==> config.mk <==
export PLATFORM = sky130hd
export DESIGN_NAME = intersection_phase_controller_flat
export DESIGN_NICKNAME = d
export VERILOG_FILES = /design/src/rtl/tlc_pkg.sv /design/src/rtl/intersection_phase_controller_if.sv /design/src/rtl/phase_timer.sv /design/src/rtl/intersection_phase_controller.sv /design/src/flat_wrapper.sv
export SDC_FILE = /design/constraint.sdc
export NUM_CORES = 1
export LEC_CHECK = 0
export ABC_AREA = 1
export ABC_CLOCK_PERIOD_IN_PS = 2850
export CAP_MARGIN = 20
export CORE_UTILIZATION = 51
export CTS_BUF_LIST = sky130_fd_sc_hd__clkbuf_16
export CTS_CLUSTER_DIAMETER = 150
export CTS_CLUSTER_SIZE = 8
export DETAILED_ROUTE_END_ITERATION = 8
export PLACE_DENSITY = 0.79
export SYNTH_ARGS = -nofsm -noshare
export SYNTH_HDL_FRONTEND = slang
export SYNTH_SLANG_ARGS = --single-unit
==> constraint.sdc <==
create_clock -name clk -period 2.85 [get_ports clk]
set_clock_uncertainty 0.05 [all_clocks]
set_input_delay 0.4275 -clock clk [delete_from_list [all_inputs] [get_ports clk]]
set_output_delay 0.4275 -clock clk [all_outputs]
set_load 0.01 [all_outputs]
==> src/rtl/tlc_pkg.sv <==
// Shared phase/direction encodings and lamp decode for the intersection phase controller.
// FLASH (7) is reachable only in builds with TLC_NIGHT_FLASH_EN defined; otherwise it is illegal.
package tlc_pkg;

  localparam int PHASE_W = 3;

  typedef enum logic [PHASE_W-1:0] {
    NS_GREEN  = 3'd0,
    NS_YELLOW = 3'd1,
    ALLRED_A  = 3'd2,
    EW_GREEN  = 3'd3,
    EW_YELLOW = 3'd4,
    ALLRED_B  = 3'd5,
    PED_WALK  = 3'd6,
    FLASH     = 3'd7
  } phase_e;

  typedef enum logic {
    DIR_NS = 1'b0,
    DIR_EW = 1'b1
  } dir_e;

  typedef struct packed {
    logic ns_red;
    logic ns_yellow;
    logic ns_green;
    logic ew_red;
    logic ew_yellow;
    logic ew_green;
    logic walk;
  } lamps_t;

  // A direction shows red unless it owns green or yellow; flash_on drives the night blink.
  function automatic lamps_t decode_lamps(input phase_e p, input logic flash_on);
    lamps_t l;
    l        = '0;
    l.ns_red = 1'b1;
    l.ew_red = 1'b1;
    case (p)
      NS_GREEN:  begin l.ns_red = 1'b0; l.ns_green  = 1'b1; end
      NS_YELLOW: begin l.ns_red = 1'b0; l.ns_yellow = 1'b1; end
      EW_GREEN:  begin l.ew_red = 1'b0; l.ew_green  = 1'b1; end
      EW_YELLOW: begin l.ew_red = 1'b0; l.ew_yellow = 1'b1; end
      PED_WALK:  l.walk = 1'b1;
      FLASH: begin
        l.ns_red    = 1'b0;
        l.ns_yellow = flash_on;
        l.ew_red    = flash_on;
      end
      default: ;
    endcase
    return l;
  endfunction

endpackage

==> src/rtl/intersection_phase_controller_if.sv <==
// Control/lamp bundle between the intersection controller (slave) and whoever drives it (master).
// night_mode exists only when TLC_NIGHT_FLASH_EN is defined.
interface intersection_phase_controller_if
  import tlc_pkg::*;
#(
  parameter int CNT_W = 8
) ();

  logic               enable;
  logic               tick;
  logic               ped_req;
`ifdef TLC_NIGHT_FLASH_EN
  logic               night_mode;
`endif
  logic               ped_ack;
  logic               walk;
  logic               ns_red;
  logic               ns_yellow;
  logic               ns_green;
  logic               ew_red;
  logic               ew_yellow;
  logic               ew_green;
  logic [PHASE_W-1:0] phase;
  logic [CNT_W-1:0]   remain;

  modport master (
`ifdef TLC_NIGHT_FLASH_EN
    output night_mode,
`endif
    output enable, tick, ped_req,
    input  ped_ack, walk, ns_red, ns_yellow, ns_green,
    input  ew_red, ew_yellow, ew_green, phase, remain
  );

  modport slave (
`ifdef TLC_NIGHT_FLASH_EN
    input  night_mode,
`endif
    input  enable, tick, ped_req,
    output ped_ack, walk, ns_red, ns_yellow, ns_green,
    output ew_red, ew_yellow, ew_green, phase, remain
  );

endinterface

==> src/rtl/phase_timer.sv <==
// Loadable down-counter for phase durations; counts only on enable&&tick and stops at zero.
// expired marks the advancing cycle on which the current phase ends.
module phase_timer #(
  parameter int               CNT_W   = 8,
  parameter logic [CNT_W-1:0] RST_VAL = '0
) (
  input  logic             clk,
  input  logic             reset,
  input  logic             enable,
  input  logic             tick,
  input  logic             load,
  input  logic [CNT_W-1:0] load_val,
  output logic [CNT_W-1:0] remain,
  output logic             expired
);

  logic [CNT_W-1:0] remain_q;
  logic [CNT_W-1:0] remain_d;

  // A load (phase change) takes priority over counting, even with the timebase gated off.
  always_comb begin
    remain_d = remain_q;
    if (load) begin
      remain_d = load_val;
    end else if (enable && tick && (remain_q != '0)) begin
      remain_d = remain_q - CNT_W'(1);
    end
  end

  always_ff @(posedge clk or posedge reset) begin
    if (reset) begin
      remain_q <= RST_VAL;
    end else begin
      remain_q <= remain_d;
    end
  end

  assign remain  = remain_q;
  assign expired = (remain_q == '0) && enable && tick;

endmodule

==> src/rtl/intersection_phase_controller.sv <==
// Two-direction intersection sequencer with all-red clearance and latched pedestrian WALK service.
// Define TLC_NIGHT_FLASH_EN to add the night_mode input and the FLASH blinking state.
module intersection_phase_controller
  import tlc_pkg::*;
#(
  parameter int GREEN_TICKS  = 20,
  parameter int YELLOW_TICKS = 4,
  parameter int ALLRED_TICKS = 2,
  parameter int WALK_TICKS   = 10,
  parameter int CNT_W        = 8
) (
  input logic                           clk,
  input logic                           reset,
  intersection_phase_controller_if.slave bus
);

  phase_e           state_q, state_d;
  dir_e             next_dir_q, next_dir_d;
  logic             pending_q, pending_d;
  logic             ack_q, ack_d;
  lamps_t           lamps_q, lamps_d;
  logic             load;
  logic [CNT_W-1:0] load_val;
  logic [CNT_W-1:0] remain;
  logic             expired;
  logic             enter_walk;
  logic             accept;
`ifdef TLC_NIGHT_FLASH_EN
  logic             flash_q, flash_d;
  logic             adv;
  assign adv = bus.enable & bus.tick;
`endif

  function automatic logic [CNT_W-1:0] ticks_m1(input phase_e p);
    case (p)
      NS_GREEN, EW_GREEN:   return CNT_W'(GREEN_TICKS - 1);
      NS_YELLOW, EW_YELLOW: return CNT_W'(YELLOW_TICKS - 1);
      ALLRED_A, ALLRED_B:   return CNT_W'(ALLRED_TICKS - 1);
      PED_WALK:             return CNT_W'(WALK_TICKS - 1);
      default:              return '0;
    endcase
  endfunction

  phase_timer #(
    .CNT_W  (CNT_W),
    .RST_VAL(CNT_W'(ALLRED_TICKS - 1))
  ) u_timer (
    .clk     (clk),
    .reset   (reset),
    .enable  (bus.enable),
    .tick    (bus.tick),
    .load    (load),
    .load_val(load_val),
    .remain  (remain),
    .expired (expired)
  );

  always_comb begin
    state_d    = state_q;
    next_dir_d = next_dir_q;
`ifdef TLC_NIGHT_FLASH_EN
    flash_d    = flash_q;
    if (adv && bus.night_mode) begin
      state_d = FLASH;
      flash_d = (state_q == FLASH) ? ~flash_q : 1'b1;
    end else
`endif
    case (state_q)
      NS_GREEN:  if (expired) state_d = NS_YELLOW;
      NS_YELLOW: if (expired) state_d = ALLRED_A;
      ALLRED_A: if (expired) begin
        state_d    = pending_q ? PED_WALK : EW_GREEN;
        next_dir_d = DIR_EW;
      end
      EW_GREEN:  if (expired) state_d = EW_YELLOW;
      EW_YELLOW: if (expired) state_d = ALLRED_B;
      ALLRED_B: if (expired) begin
        state_d    = pending_q ? PED_WALK : NS_GREEN;
        next_dir_d = DIR_NS;
      end
      PED_WALK:  if (expired) state_d = (next_dir_q == DIR_EW) ? EW_GREEN : NS_GREEN;
`ifdef TLC_NIGHT_FLASH_EN
      FLASH:     if (adv) state_d = ALLRED_B;
`endif
      default:   state_d = ALLRED_B;
    endcase

    // Every transition changes the state, so a state change is exactly a timer reload.
    load     = (state_d != state_q);
    load_val = ticks_m1(state_d);

    // Entering WALK serves the latched request and beats a same-cycle new press.
    enter_walk = (state_d == PED_WALK) && (state_q != PED_WALK);
    accept     = bus.ped_req && !pending_q && (state_q != PED_WALK) && !enter_walk;
    pending_d  = enter_walk ? 1'b0 : (pending_q | accept);
    ack_d      = accept;

`ifdef TLC_NIGHT_FLASH_EN
    lamps_d = decode_lamps(state_d, flash_d);
`else
    lamps_d = decode_lamps(state_d, 1'b0);
`endif
  end

  always_ff @(posedge clk or posedge reset) begin
    if (reset) begin
      state_q    <= ALLRED_B;
      next_dir_q <= DIR_NS;
      pending_q  <= 1'b0;
      ack_q      <= 1'b0;
      lamps_q    <= decode_lamps(ALLRED_B, 1'b0);
`ifdef TLC_NIGHT_FLASH_EN
      flash_q    <= 1'b0;
`endif
    end else begin
      state_q    <= state_d;
      next_dir_q <= next_dir_d;
      pending_q  <= pending_d;
      ack_q      <= ack_d;
      lamps_q    <= lamps_d;
`ifdef TLC_NIGHT_FLASH_EN
      flash_q    <= flash_d;
`endif
    end
  end

  assign bus.phase     = state_q;
  assign bus.remain    = remain;
  assign bus.ped_ack   = ack_q;
  assign bus.walk      = lamps_q.walk;
  assign bus.ns_red    = lamps_q.ns_red;
  assign bus.ns_yellow = lamps_q.ns_yellow;
  assign bus.ns_green  = lamps_q.ns_green;
  assign bus.ew_red    = lamps_q.ew_red;
  assign bus.ew_yellow = lamps_q.ew_yellow;
  assign bus.ew_green  = lamps_q.ew_green;

endmodule

==> src/flat_wrapper.sv <==
// flat-port wrapper written by rule: the top's interface ports become plain ports
module intersection_phase_controller_flat import tlc_pkg::*;
#(
  parameter int GREEN_TICKS  = 20,
  parameter int YELLOW_TICKS = 4,
  parameter int ALLRED_TICKS = 2,
  parameter int WALK_TICKS   = 10,
  parameter int CNT_W        = 8
)
  (clk, reset, bus_enable, bus_tick, bus_ped_req, bus_ped_ack, bus_walk, bus_ns_red, bus_ns_yellow, bus_ns_green, bus_ew_red, bus_ew_yellow, bus_ew_green, bus_phase, bus_remain);
  intersection_phase_controller_if #(.CNT_W(CNT_W)) bus_i ();
  input logic clk;
  input logic reset;
  input wire logic [$bits(bus_i.enable)-1:0] bus_enable;
  input wire logic [$bits(bus_i.tick)-1:0] bus_tick;
  input wire logic [$bits(bus_i.ped_req)-1:0] bus_ped_req;
  output wire logic [$bits(bus_i.ped_ack)-1:0] bus_ped_ack;
  output wire logic [$bits(bus_i.walk)-1:0] bus_walk;
  output wire logic [$bits(bus_i.ns_red)-1:0] bus_ns_red;
  output wire logic [$bits(bus_i.ns_yellow)-1:0] bus_ns_yellow;
  output wire logic [$bits(bus_i.ns_green)-1:0] bus_ns_green;
  output wire logic [$bits(bus_i.ew_red)-1:0] bus_ew_red;
  output wire logic [$bits(bus_i.ew_yellow)-1:0] bus_ew_yellow;
  output wire logic [$bits(bus_i.ew_green)-1:0] bus_ew_green;
  output wire logic [$bits(bus_i.phase)-1:0] bus_phase;
  output wire logic [$bits(bus_i.remain)-1:0] bus_remain;
  assign bus_i.enable = bus_enable;
  assign bus_i.tick = bus_tick;
  assign bus_i.ped_req = bus_ped_req;
  assign bus_ped_ack = bus_i.ped_ack;
  assign bus_walk = bus_i.walk;
  assign bus_ns_red = bus_i.ns_red;
  assign bus_ns_yellow = bus_i.ns_yellow;
  assign bus_ns_green = bus_i.ns_green;
  assign bus_ew_red = bus_i.ew_red;
  assign bus_ew_yellow = bus_i.ew_yellow;
  assign bus_ew_green = bus_i.ew_green;
  assign bus_phase = bus_i.phase;
  assign bus_remain = bus_i.remain;
  intersection_phase_controller #(.GREEN_TICKS(GREEN_TICKS), .YELLOW_TICKS(YELLOW_TICKS), .ALLRED_TICKS(ALLRED_TICKS), .WALK_TICKS(WALK_TICKS), .CNT_W(CNT_W)) u_core (.clk(clk), .reset(reset), .bus(bus_i));
endmodule
# Word level (Yosys, flattened, before mapping)
# Cells that the tools add are included.
[classes] add_sub_neg=1 eq_ne=17 muxes=25 n_bitwise=1 reduce_logical=22
[ops] operator="$mux 3" count=9
[ops] operator="$eq 3x3->1 const B" count=7
[ops] operator="$pmux 3 s7" count=1
[ops] operator="$pmux 5 s4" count=1
[ops] operator="$mux 8" count=2
[ops] operator="$eq 3x2->1 const B" count=4
[ops] operator="$mux 1" count=10
[ops] operator="$logic_and 1x1->1" count=8
[ops] operator="$logic_not 8->1" count=1
[ops] operator="$reduce_bool 8->1" count=1
[ops] operator="$sub 8x1->8 const B" count=1
[ops] operator="$eq 3x1->1 const B" count=2
[ops] operator="$logic_not 3->1" count=2
[ops] operator="$reduce_or 2->1" count=3
[ops] operator="$reduce_or 3->1" count=2
[ops] operator="$ne 2x1->1 const B" count=2
[ops] operator="$reduce_bool 2->1" count=2
[ops] operator="$ne 3x3->1" count=1
[ops] operator="$ne 3x3->1 const B" count=1
[ops] operator="$reduce_and 3->1" count=1
[ops] operator="$logic_not 1->1" count=2
[ops] operator="$mux 2" count=1
[ops] operator="$pmux 1 s2" count=1
[ops] operator="$or 1x1->1" count=1
[word_totals] register_bits=21 output_inout_bits=19

# Logic depth before layout (Yosys ltp)
# Gate-level depths: netlist of the first run.
[depth] ltp_word=11 mapped_depth=16 ltp_nobuf=16

# By module
# From an unflattened synthesis of the first run, not the netlist that was laid out.
[hier_totals] cells_unflattened=183 area_unflattened_um2=1332.5
[modules_own_cells] module="intersection_phase_controller" instances=1 cells_per_inst=95 area_each_um2=735.7 seq_area_each_um2=330.3
[modules_own_cells] module="phase_timer" instances=1 cells_per_inst=88 area_each_um2=596.8 seq_area_each_um2=201.4

# Least setup slack after synthesis of the first run
# Ideal clock, no wire load.
[synth_path] kind="reg-to-reg" from="register u_core.u_timer.remain_q[0], in the netlist u_core.u_timer.remain[0]" to="register u_core.u_timer.remain_q[7], in the netlist u_core.u_timer.remain[7]" setup_ns=0.120 arrival_time_ns=1.959 required_ns=2.680 slack_ns=0.721 stages_incl_launch_ff=12 n_path_buf=0 period_less_slack_ns=2.129 path_cell_list="dfstp_2 inv_1 ha_1 nand2_1 nor2_8 nor2_1 nand2_1 nor2_1 inv_1 nor2_1 xnor2_1 nor2_1"
[synth_via] elab_chain_len=7 elab_cells_between_ends=18 classes_between="1 x add/sub; 1 x eq/ne; 10 x mux; 6 x reduce/logical"
[synth_rtl] item="from (decl)" line="phase_timer.sv:17" source="logic [CNT_W-1:0] remain_q;"
[synth_rtl] item="from (signal assigned)" line="phase_timer.sv:34" source="remain_q <= remain_d;"
[synth_rtl] item="$logic_not 8->1" line="phase_timer.sv:39" source="assign expired = (remain_q == '0) && enable && tick;"
[synth_rtl] item="$logic_and 1x1->1 (2 in a row)" line="phase_timer.sv:39"
[synth_rtl] item="$mux 3, or another cell as far along" line="intersection_phase_controller.sv:81" source="PED_WALK: if (expired) state_d = (next_dir_q == DIR_EW) ? EW_GREEN : NS_GREEN;"
[synth_rtl] item="$pmux 3 s7" line="intersection_phase_controller.sv:68" source="case (state_q)"
[synth_rtl] item="$ne 3x3->1" line="intersection_phase_controller.sv:89" source="load = (state_d != state_q);"
[synth_rtl] item="$mux 8 or $reduce_bool 2->1 (tied branches)"
# Several ways; a longest one is shown, not always the timed one. The select of a mux whose other input is x is not followed.
# A chain may end at the register's enable or synchronous reset.

# Worst setup path in the final report of the first run
[layout_path] from="register u_core.u_timer.remain_q[0], in the netlist u_core.u_timer.remain[0]" to="register u_core.u_timer.remain_q[4], in the netlist u_core.u_timer.remain[4]"
[layout_via] elab_chain_len=9 elab_cells_between_ends=29 classes_between="1 x add/sub; 7 x eq/ne; 11 x mux; 10 x reduce/logical"
[layout_rtl] item="$logic_not 8->1" line="phase_timer.sv:39"
[layout_rtl] item="$logic_and 1x1->1 (2 in a row)" line="phase_timer.sv:39"
[layout_rtl] item="$mux 3, or another cell as far along" line="intersection_phase_controller.sv:81"
[layout_rtl] item="$pmux 3 s7" line="intersection_phase_controller.sv:68"
[layout_rtl] item="$eq 3x2->1, or another cell as far along" line="intersection_phase_controller.sv:35" source="case (p)"
[layout_rtl] item="$reduce_or 2->1" line="intersection_phase_controller.sv:35"
[layout_rtl] item="$pmux 5 s4" line="intersection_phase_controller.sv:35"
[layout_rtl] item="$mux 8" line="phase_timer.sv:23" source="if (load) begin"
# Several ways; a longest one is shown, not always the timed one. The select of a mux whose other input is x is not followed.

==> key figures, run 1 <==
Outcome
  – Status: complete, no violations

Die
  – Die Span Y: 51.9 um
  – Core area: 0.00228 mm2
  – Die Footprint: 0.00270 mm2
  – Die X: 51.9 um
  – Starting Density: 55.9%
  – Num rows: 17
  – I/O Pins: 24

Logic synthesis
  – Post-Syn Area: 0.00127 mm2
  – Yosys reg bits: 21
  – Synth Area in Adders: 1.97%
  – Multiplexer share of the synthesized area: 0%
  – Synth Net Count: between 150 and 200
  – Ys Warns: 0
  – Yosys cell types: 27
  – Synth Area per Inst: 7.57 um2
  – Compound-Gate Fraction of Synth Area: under 10%
  – Area contributors post-synth: dfrtp_1, nand2_1, dfstp_2
  – Post-synthesis sequential area ratio: roughly two fifths
  – Area share of the largest cell type after synthesis: a little under a third
  – Largest family of logic cells by synthesized area: simple AND/OR/NAND/NOR gates
  – Area fraction in and, or, nand and nor cells after synthesis: 40.3%
  – Cell taking the most area after synthesis: dfrtp_1
  – Synth Area in XOR/XNOR: 2.07%
  – Synthesized instance count: 168

Cells and area
  – Largest register FFs: 8
  – Share of cells above drive strength 1: roughly 15%
  – Area grow syn2layout: 27.5%
  – Ant. Diodes: 0
  – Final layout net count: slightly above 200
  – Design Area, Final: 0.00162 mm2

Detailed routing
  – Initial DRT Pass Iterations: 4
  – Final WL: approximately 2.8 mm
  – 1st-iter DRT viols: 31
  – Routed Antenna Nets: 0
  – Vias post-DR: approximately 1200
  – Drt wl/cell: 12.7 um
  – Residual DRC: 0
  – DR vias/cell: 5.27

STA
  – Final hold violation count: 0
  – Worst-Margin Slew: ~0.79 ns
  – Final Max Tran Viols: 0
  – Tcrit/Tclk final: 79.5%
  – Setup Viol. Count Final: 0
  – Setup TNS: 0 ns
  – Relative slew slack: a little under half
  – Minimum clock period: roughly 2.3 ns
  – FMAX: 441 MHz
  – Unrepaired setup endpoints after global routing: no

Clock tree
  – Num Clock Sinks: 21
  – Clock-pin slew on the worst setup and hold paths: 0.06 ns
  – Clock Latency Late Sink: 0.26 ns
  – Post-CTS Hold Fix Bufs: 0
  – Clock Path Buffers: 2
  – Post-CTS setup buffers: 0
  – Post-cts resize count: 0
  – CTS tree: yes
  – Num CTS Buffers: 3
  – Root Driver: clkbuf_16
  – Htree depth: 1

GRT
  – GR Overflow Total: 0
  – Number of global-route vias before repair: about 1100
  – Gr usage total: between 20% and 30%
  – Largest net degree at the start of global routing: 22
  – Global-route wire length before repair: ~4.9 mm
  – Initial antenna violation count: 0

Setup path
  – CP max FO: 10
  – Crit path DAT: 2.37 ns
  – CP Cell Sequence: inv_1 -> ha_1 -> nand2_1 -> nor2_8 -> nand2_4 -> nand2_1 -> nand2_1 -> nand2_1 -> nand2_1 -> nand2_1 -> inv_1 -> nand3_4 -> nand2_1 -> nand2_1 -> nand2_1 -> inv_1
  – Critical Path End Type: flop
  – Worst Path Required: 2.95 ns
  – Worst reg-to-reg path cell count: 16
  – Crit path launch type: flop
  – Crit-path max cell delay: 0.55 ns
  – CP Class: reg -> reg
  – Slowest CP cell: dfstp_2
  – Critical path's most frequent cell: nand2_1

Placement
  – Gpl congestion: 0.794
  – Port Buffers: 23
  – Placed inst area: approximately 0.0015 mm2
  – Hpwl dp: 2.03 mm

Flow run
  – Max-Cap Viols: 0

Worst hold path
  – Hold Path Class: reg -> reg
  – Hold path depth: 2

Pwr
  – Peak supply drop: 0.663 mV
  – PwrDens: about 1100 mW/mm2
  – Leak pwr: 0.000847 uW
-- kinds of logic (layout without fill, tap and decap cells) --
kind of cell | after synthesis | after routing
adders and majority gates | 2 | 2
DFF | 21 | 21
AOI/OAI and AO/OA | 10 | 10
and+or+nand+nor | 103 | 103
xor gates and xnor gates | 3 | 3
buffers and inverters | 29 | 56
-- critical path, delay by kind of cell (launching register included) --
family	cells	cell delay (ns)
DFF	1	0.55
and+or+nand+nor	12	1.13
adders and majority gates	1	0.20
buffers and inverters	3	0.24
-- synthesized netlist by cell type --
library cell  number
inv_1             26
clkinv_1           1
nand3b_1           1
nand2_1           42
nand3_4            1
clkbuf_1           1
o21ai_1            2
nor2_8             1
nand2_4            1
nor3_1             4
xnor2_1            1
dfrtp_1           16
nor2_4             3
nand4_1            7
dfstp_2            5
o31ai_1            1
inv_2              1
nor2_2             2
nand2_2            8
nor2_1            22
xor2_1             2
a21oi_2            1
nand3_1           11
a21oi_1            3
a21oi_4            1
ha_1               2
o21ai_0            2
-- stage by stage --
stage	hold WS (ns)	setup WS (ns)	cells	utilization, %	total power, uW
after floorplan	0.350	0.721	168	-	1130
after global placement	0.425	0.567	219	67.7	1400
after detailed placement	0.428	0.553	219	67.7	1430
after CTS	0.436	0.597	223	71.2	1740
after global routing	0.479	0.389	223	71.2	1870
final	0.437	0.585	223	71.2	1740
-- final timing paths --
kind	start	to	slack, ns
setup / recovery	u_core.u_timer.remain[0]	u_core.u_timer.remain[4]	0.58
hold / removal	u_core.u_timer.remain[0]	u_core.u_timer.remain[0]	0.44
setup reg to reg	u_core.u_timer.remain[0]	u_core.u_timer.remain[4]	0.58
hold reg to reg	u_core.u_timer.remain[0]	u_core.u_timer.remain[0]	0.44
max in group asynchronous	reset	u_core.next_dir_q	1.69
min in group asynchronous	reset	u_core.bus.ns_yellow	0.57
-- cell usage in the layout (no fill, tap or decap) --
| cell type | synthesis | routed |
|---|---|---|
| nand3_4 | 1 | 1 |
| ha_1 | 2 | 2 |
| clkinv_2 | 0 | 1 |
| xor2_1 | 2 | 2 |
| o21ai_1 | 2 | 2 |
| nand3b_1 | 1 | 1 |
| nand2_1 | 42 | 42 |
| nor3_1 | 4 | 4 |
| nand4_1 | 7 | 7 |
| nand2_2 | 8 | 8 |
| dfrtp_1 | 16 | 16 |
| a21oi_1 | 3 | 3 |
| buf_4 | 0 | 1 |
| nor2_4 | 3 | 3 |
| o21ai_0 | 2 | 2 |
| nand3_1 | 11 | 11 |
| nor2_8 | 1 | 1 |
| a21oi_4 | 1 | 1 |
| nor2_1 | 22 | 22 |
| clkinv_1 | 1 | 1 |
| inv_2 | 1 | 1 |
| inv_1 | 26 | 26 |
| clkbuf_16 | 0 | 3 |
| clkdlybuf4s50_1 | 0 | 23 |
| nand2_4 | 1 | 1 |
| o31ai_1 | 1 | 1 |
| nor2_2 | 2 | 2 |
| xnor2_1 | 1 | 1 |
| a21oi_2 | 1 | 1 |
| dfstp_2 | 5 | 5 |
-- area by class of cell --
type                    count  area [um2]
clock buffers               3        75.1
clock inverters             1        5.00
fillers                   181         656
inverters                  28         105
multi-input cells         118         631
flip-flops and latches     21         532
well taps                  28        35.0
repair buffers             24         238
-- metal layers --
| metal | track usage (%) | vias up | wire (um) |
|---|---|---|---|
| met4 | 9.91 | 0 | 57 |
| met1 | 30.2 | 545 | 1240 |
| li1 | - | 578 | - |
| met5 | 0 | - | 0 |
| met2 | 43.2 | 45 | 1380 |
| met3 | 5.26 | 7 | 167 |
-- where the power goes --
group	switching [uW]	total [uW]	internal [uW]
combinational	551	933	382
sequential	87.9	504	416
clock	111	300	189
total	750	1740	986
Power figures use the tool's default switching activity.
==> inputs of run 2 (changes only) <==
- ABC_CLOCK_PERIOD_IN_PS: 2850 -> 2250
- clock period: 2.85 -> 2.25 ns (I/O delays scaled with it)
==> run 2 against run 1 <==
Against the previous run:
- sequential cell count stayed put
- worst hold slack worse by 0.077 ns
- sequential power is 27% higher
- cell area is 2.5% higher
- highest routed layer unchanged
- core utilization is 1.8 points higher
- critical path type unchanged
- die area stayed put
- power is 32% higher
- largest cell class unchanged
==> key figures, run 2 (synthesis gave the netlist of run 1 again) <==
STA
  – Worst-Margin Slew: about 0.34 ns
  – Relative slew slack: 76.9%
  – Final Max Tran Viols: 0
  – Final hold violation count: 0
  – Minimum clock period: 2.12 ns
  – Tcrit/Tclk final: 94.4%
  – FMAX: ~470 MHz
  – Final setup margin: 0.127 ns
  – Setup Viol. Count Final: 0

Detailed routing
  – Routed Antenna Nets: 0
  – Drt wl/cell: 12.7 um
  – Initial DRT Pass Iterations: 4
  – Final WL: ~2.9 mm
  – Wl on met1: 1.27 mm
  – 1st-iter DRT viols: 29
  – Met3 WL: 133 um
  – Routed wl met2: ~1.4 mm
  – Max Used Layer: met4
  – Vias post-DR: 1181
  – Residual DRC: 0
  – DR vias/cell: 5.23

Clock tree
  – Clock Latency Late Sink: 0.26 ns
  – Num Clock Sinks: 21
  – CTS tree: yes
  – Num CTS Buffers: 3
  – Post-CTS Hold Fix Bufs: 0
  – Clock Path Buffers: 2
  – Clock-pin slew on the worst setup and hold paths: 0.06 ns
  – Htree depth: 1
  – Root Driver: clkbuf_16

Setup path
  – Worst Path Required: 2.35 ns
  – CP Class: reg -> reg
  – CP Cell Sequence: inv_1 -> ha_1 -> nand2_2 -> nor2_8 -> nand2_4 -> clkinv_1 -> nor2_1 -> nor2_2 -> nand2_2 -> nand2_2 -> nor2_4 -> nand2_2 -> a21oi_2 -> inv_1
  – Critical Path End Type: flop
  – Slowest CP cell: dfstp_2
  – Crit path DAT: between 2 and 2.5 ns
  – Buf/Inv on CP: 3
  – Crit path launch type: flop
  – Largest delay contributor family on the critical path: simple AND/OR/NAND/NOR gates
  – CP max FO: 9
  – Critical path's most frequent cell: nand2_2
  – Crit-path max cell delay: 0.55 ns

Cells and area
  – Most frequent cells in the layout: nand2_1, inv_1, clkdlybuf4s50_1, nor2_1, dfrtp_1
  – Most common cell after layout, fill and taps aside: nand2_1
  – Area grow syn2layout: 30.7%
  – Final layout net count: 206
  – Core Util, Final: 73.0%
  – Fillers: 162
  – Largest register FFs: 8
  – Share of cells above drive strength 1: 19.2%
  – Final cell count without fillers: 226
  – Ant. Diodes: 0
  – Design Area, Final: 0.00166 mm2

Worst hold path
  – Hold Path Class: in -> async

Pwr
  – Peak supply drop: 0.945 mV
  – Final Power: 2290 uW
  – Leak pwr: 0.000868 uW
  – PwrDens: 1380 mW/mm2

Outcome
  – Status: complete, no violations

Flow run
  – Max-Cap Viols: 0

Die
  – Die X: 51.9 um
  – Core area: 0.00228 mm2
  – I/O Pins: 24
  – Starting Density: around 56%
  – Die Span Y: around 52 um
  – Die Footprint: about 0.0027 mm2
  – Num rows: 17

Placement
  – Gpl congestion: roughly 0.8
  – Port Buffers: 23
  – Cells after DPL: 220
  – Hpwl dp: around 2.0 mm
  – Worst slack at placement: ~0.018 ns
  – Placed inst area: about 0.0015 mm2

GRT
  – Global-route wire length before repair: 4.56 mm
  – Gr usage total: between 20% and 30%
  – Number of global-route vias before repair: 1068
  – Largest net degree at the start of global routing: 22
  – Initial antenna violation count: 0
  – GR Overflow Total: 0
-- run 2: worst paths after layout --
| path | startpoint | endpoint | slack [ns] | depth (start not counted) |
|---|---|---|---|---|
| min in group clk | u_core.u_timer.remain[0] | u_core.u_timer.remain[0] | 0.43 | 2 |
| min reg2reg | u_core.u_timer.remain[0] | u_core.u_timer.remain[0] | 0.43 | 2 |
| max reg2reg | u_core.u_timer.remain[0] | u_core.pending_q | 0.13 | 14 |
| max in group asynchronous | reset | u_core.bus.ew_red | 1.52 | 3 |
| min | reset | u_core.u_timer.remain[4] | 0.36 | 3 |
| max | u_core.u_timer.remain[0] | u_core.pending_q | 0.13 | 14 |
-- run 2: where the power goes --
group / switching [uW] / leakage [uW] / internal [uW]
clock: 139 / 0.0000409 / 239
sequential: 112 / 0.000264 / 527
combinational: 744 / 0.000563 / 529
-- run 2: area by class of cell --
cell class                      instances  area [um2]  area share (%)
Multi-Input combinational cell        119         657            39.5
Sequential cell                        21         532            32.0
Timing Repair Buffer                   26         253            15.2
Inverter                               28         105            6.33
Clock buffer                            3        75.1            4.52
Tap cell                               28        35.0            2.11
Clock inverter                          1        5.00           0.301
-- run 2: layer usage --
| metal | GRT usage [%] | vias up |
|---|---|---|
| met1 | 29.0 | 551 |
| met5 | 0 | - |
| met4 | 12.6 | 0 |
| li1 | - | 589 |
| met2 | 37.2 | 32 |
| met3 | 5.26 | 9 |
-- run 2: what timing repair did --
action	CTS	global route
gates resized for setup	0	6
endpoints found under the setup margin	0	7
setup buffers	0	1
-- run 2: worst register-to-register path, delay by kind of cell (launching register included) --
kind / cells / cell delay [ns]
and+or+nand+nor: 9 / 0.85
DFF: 1 / 0.55
AOI/OAI and AO/OA: 1 / 0.11
adders and majority gates: 1 / 0.23
buffers and inverters: 3 / 0.22
-- run 2: metrics by stage --
step	TNS (ns)	hold slack, ns
floorplan	0	0.260
global placement	0	0.424
detailed placement	0	0.425
CTS	0	0.368
global route	-0.128	0.425
finish	0	0.360
